[src/rtl/gobang_pkg.sv]
// Shared board geometry, direction/player encodings and FSM states for the
// gobang five-in-a-row logic.
package gobang_pkg;
    localparam int BOARD_W = 10;
    localparam int BOARD_H = 10;
    localparam int WIN_LEN = 5;
    localparam int POS_W   = 7;
    localparam int CELLS   = BOARD_W * BOARD_H;
    localparam int COORD_W = 4;
    localparam int CNT_W   = $clog2(WIN_LEN + 1);

    localparam logic [1:0] DIR_H = 2'd0;
    localparam logic [1:0] DIR_V = 2'd1;
    localparam logic [1:0] DIR_D = 2'd2;
    localparam logic [1:0] DIR_A = 2'd3;

    localparam logic RED   = 1'b0;
    localparam logic GREEN = 1'b1;

    typedef enum logic [1:0] {
        IDLE,
        CHECK,
        STEP,
        FINISH
    } state_t;

    // Off-board indices read as empty so callers need no separate range test.
    function automatic logic cell_bit(input logic [CELLS-1:0] board,
                                      input logic [POS_W-1:0] idx);
        return (idx < POS_W'(CELLS)) ? board[idx] : 1'b0;
    endfunction
endpackage

[src/rtl/gobang_step_addr.sv]
// Combinational one-cell step along a board direction with per-axis bounds
// checking (no wrap between rows). Shared with the game-control cursor.
module gobang_step_addr
    import gobang_pkg::*;
(
    input  logic [COORD_W-1:0] x,
    input  logic [COORD_W-1:0] y,
    input  logic [1:0]         dir,
    input  logic               sense,
    output logic [COORD_W-1:0] next_x,
    output logic [COORD_W-1:0] next_y,
    output logic               in_bounds
);
    logic x_move, y_move, x_neg, y_neg, x_ok, y_ok;

    always_comb begin
        x_move = (dir != DIR_V);
        y_move = (dir != DIR_H);
        // sense=1 is the forward direction; anti-diagonal runs +x,-y forward
        x_neg  = !sense;
        y_neg  = (dir == DIR_A) ? sense : !sense;

        x_ok   = !x_move || (x_neg ? (x != '0) : (x < COORD_W'(BOARD_W - 1)));
        y_ok   = !y_move || (y_neg ? (y != '0) : (y < COORD_W'(BOARD_H - 1)));

        next_x = !x_move ? x : (x_neg ? x - COORD_W'(1) : x + COORD_W'(1));
        next_y = !y_move ? y : (y_neg ? y - COORD_W'(1) : y + COORD_W'(1));
        in_bounds = x_ok && y_ok;
    end
endmodule

[config.mk]
export PLATFORM = sky130hd
export DESIGN_NAME = gobang_step_addr
export DESIGN_NICKNAME = d
export VERILOG_FILES = /design/src/rtl/gobang_pkg.sv /design/src/rtl/gobang_step_addr.sv
export SDC_FILE = /design/constraint.sdc
export NUM_CORES = 1
export LEC_CHECK = 0
export CAP_MARGIN = 15
export CELL_PAD_IN_SITES_DETAIL_PLACEMENT = 1
export CELL_PAD_IN_SITES_GLOBAL_PLACEMENT = 2
export CORE_MARGIN = 2
export CORE_UTILIZATION = 24
export DETAILED_ROUTE_END_ITERATION = 7
export GPL_ROUTABILITY_DRIVEN = 0
export PLACE_DENSITY_LB_ADDON = 0.12
export SLEW_MARGIN = 10
export SYNTH_ARGS = -nofsm -noshare
export SYNTH_HDL_FRONTEND = slang
export SYNTH_SLANG_ARGS = --single-unit
[constraint.sdc]
create_clock -name vclk -period 5.16
set_input_delay 1.29 -clock vclk [all_inputs]
set_output_delay 1.29 -clock vclk [all_outputs]
set_load 0.005 [all_outputs]
==> metrics, run 1 <==
result of the run=finished, final reports clean; estimated wirelength of the detail-placed design=961 um; total chip power=0.0730 mW; number of flip-flops and latches=0; via count of the first global-routing pass=435; DRT Wirelength=~1.1 mm; Total Die Area=0.00195 sq mm; post-route cell area=approximately 630 sq um; core region area=0.00151 sq mm; Register Area=0 sq um; non-filler instance count after layout=89; top cells by area, synth=sky130_fd_sc_hd__xnor2_1, sky130_fd_sc_hd__ha_1, sky130_fd_sc_hd__fa_1, sky130_fd_sc_hd__a21oi_1, sky130_fd_sc_hd__mux2_2; static power due to leakage=~0.25 nW; number of antenna-violating nets in the routed design=0; detailed-route via count=450; number of hold-repair buffers added at the cts stage=0; min cycle time layout=about 5000 ps; Final Util=between 40% and 50%; Hold Crit Endpoint=next_x[3]; clk_buf instances=0; fraction of final layout cells sized beyond drive strength 1=approximately an eighth; first-pass GRT wire length=1.95 mm; most used cells in the layout excluding fill and tap cells=sky130_fd_sc_hd__clkdlybuf4s50_1, sky130_fd_sc_hd__xnor2_1, sky130_fd_sc_hd__a21oi_1; most common cell after layout, fill and taps aside=sky130_fd_sc_hd__clkdlybuf4s50_1; Seq/Total Area, Yosys=0%; biggest area consumer among synthesized cells=sky130_fd_sc_hd__xnor2_1; classification of the worst-slack hold path=in -> out; routed wire length per instance=around 13 um; placed cells=between 80 and 90; Maximum Capacitance Violations=0; growth of design area from synthesis to finish=62.3%; synthesized netlist cell count=51; setup repair after global routing missed its margin=no; hold path cells=3; remaining design rule violation count=0; ports placed on the boundary=20; Synthesis Warnings=0; class of the most critical setup path=in -> out; die width=approximately 44 um; CP Data Arrival Time=between 3000 and 4000 ps; highest clock frequency the design can meet=slightly above 0.2 GHz; GR Overflow Total=0; longest individual stage delay on the worst path=roughly 530 ps; Critical Path Sink Type=primary output; total of buffers placed on input and output ports=20; cell area after synthesis=between 300 and 400 sq um; via density per instance=between 5 and 6; Top cell by count, worst path=sky130_fd_sc_hd__clkdlybuf4s50_1; syn nets=~70; DP Area=627 sq um; type of origin of the critical path=input pin; aggregate negative setup slack=0 ps; PD cells=between 100 and 150 mW/mm^2; final net count=roughly 90; Worst-Margin Slew=between 400 and 500 ps; Chip Height=~44 um; HP Start=x[3]; CP Cell Sequence=clkdlybuf4s50_1, and3b_1, nor2_2, ha_1, a21oi_1, a211oi_1, nor3b_2, xor2_1, clkdlybuf4s50_1; worst slew margin relative to its limit=between 70% and 80%; fin crit share=96.0%; number of antenna violations at the first check in global routing=0; worst-path cell with the longest stage delay=sky130_fd_sc_hd__clkdlybuf4s50_1; row count=14; data required time at the worst endpoint=3870 ps; Starting Density=about a quarter; pins over their slew limit=0; drt pass-1 iters=3; detailed router's first-iteration violation count=1; worst-path maximum fanout=4; final setup vio count=0; final-report hold violation count=0; Diodes inserted=0; global-route total usage across every layer=approximately an eighth; share of the synthesized area in the top cell type=a little over an eighth; mean cell area of the mapped netlist=roughly 7.6 sq um; peak supply drop=roughly 44 uV; Cell variety after synth=26; maximum number of pins on one net before global-route repair=7
cells in the mapped netlist:
| master | count |
|---|---|
| sky130_fd_sc_hd__fa_1 | 2 |
| sky130_fd_sc_hd__mux2_2 | 2 |
| sky130_fd_sc_hd__nor2b_1 | 1 |
| sky130_fd_sc_hd__a21o_1 | 1 |
| sky130_fd_sc_hd__o211ai_1 | 1 |
| sky130_fd_sc_hd__a211oi_1 | 1 |
| sky130_fd_sc_hd__ha_1 | 4 |
| sky130_fd_sc_hd__nor2_1 | 5 |
| sky130_fd_sc_hd__clkbuf_1 | 1 |
| sky130_fd_sc_hd__o21ai_0 | 3 |
| sky130_fd_sc_hd__nand2_1 | 3 |
| sky130_fd_sc_hd__inv_1 | 2 |
| sky130_fd_sc_hd__xnor2_1 | 6 |
| sky130_fd_sc_hd__buf_4 | 1 |
| sky130_fd_sc_hd__o311a_1 | 1 |
| sky130_fd_sc_hd__a21oi_1 | 5 |
| sky130_fd_sc_hd__nor3b_2 | 1 |
| sky130_fd_sc_hd__nand3_1 | 2 |
| sky130_fd_sc_hd__and3b_1 | 1 |
| sky130_fd_sc_hd__or3_4 | 1 |
| sky130_fd_sc_hd__nor3_1 | 1 |
| sky130_fd_sc_hd__or3_1 | 2 |
| sky130_fd_sc_hd__xor2_1 | 1 |
| sky130_fd_sc_hd__mux2i_1 | 1 |
| sky130_fd_sc_hd__a21boi_0 | 1 |
| sky130_fd_sc_hd__a311oi_1 | 1 |
cell type report:
| class | count | area (sq um) |
|---|---|---|
| Fill cell | 191 | 877 |
| Inverter | 2 | 7.51 |
| Multi-Input combinational cell | 47 | 372 |
| Tap cell | 16 | 20.0 |
| Timing Repair Buffer | 24 | 230 |
where the power goes:
part	internal, mW	switching, mW	leakage (nW)
Sequential	0	0	0
Combinational	0.0448	0.0282	0.250
Clock	0	0	0
Total	0.0448	0.0282	0.250
metal layers:
layer | wire length, um | global-route usage [%] | vias to the layer above
li1 | - | - | 229
met1 | 502 | 17.4 | 211
met2 | 565 | 22.9 | 10
met3 | 51 | 0.816 | 0
met4 | 0 | 0 | 0
met5 | 0 | 0 | -
metrics by stage:
step	worst slack [ps]	hold slack (ps)
3_5_place_dp	97.8	3610
3_3_place_gp	160	3610
6_report	204	3610
5_1_grt	15.2	3650
4_1_cts	95.2	3610
2_1_floorplan	1120	2640
critical path, delay by kind of cell:
family / cells / cell delay (ps)
xor+xnor: 1 / 150
buf+inv: 2 / 1050
compound gates: 2 / 290
fa+ha+maj: 1 / 290
simple gates: 3 / 590
timing repair:
item                                    CTS  global route
endpoints found under the setup margin    0             1
setup buffers                             0             0
gates resized for setup                   0             2
cells by family after synthesis:
kind of cell    share of synthesized area [%]
compound gates                           22.9
mux                                      8.39
xor+xnor                                 15.8
fa+ha+maj                                23.2
simple gates                             24.8
buf+inv                                  4.84
how the worst max path moves through the flow:
stage | from | endpoint | depth (start not counted)
floorplan | sense | next_y[3] | 8
global placement | sense | next_y[3] | 9
detailed placement | sense | next_y[3] | 9
CTS | sense | next_y[3] | 9
global route | sense | next_y[3] | 9
finish | sense | next_y[3] | 9
No activity file was read; power rests on OpenSTA's default activity.
==> run 2: changes to the inputs <==
GPL_ROUTABILITY_DRIVEN = unset   (was 0)
==> results of run 2 <==
Same layout as run 1: the final DEF is identical, and so are final timing and power.
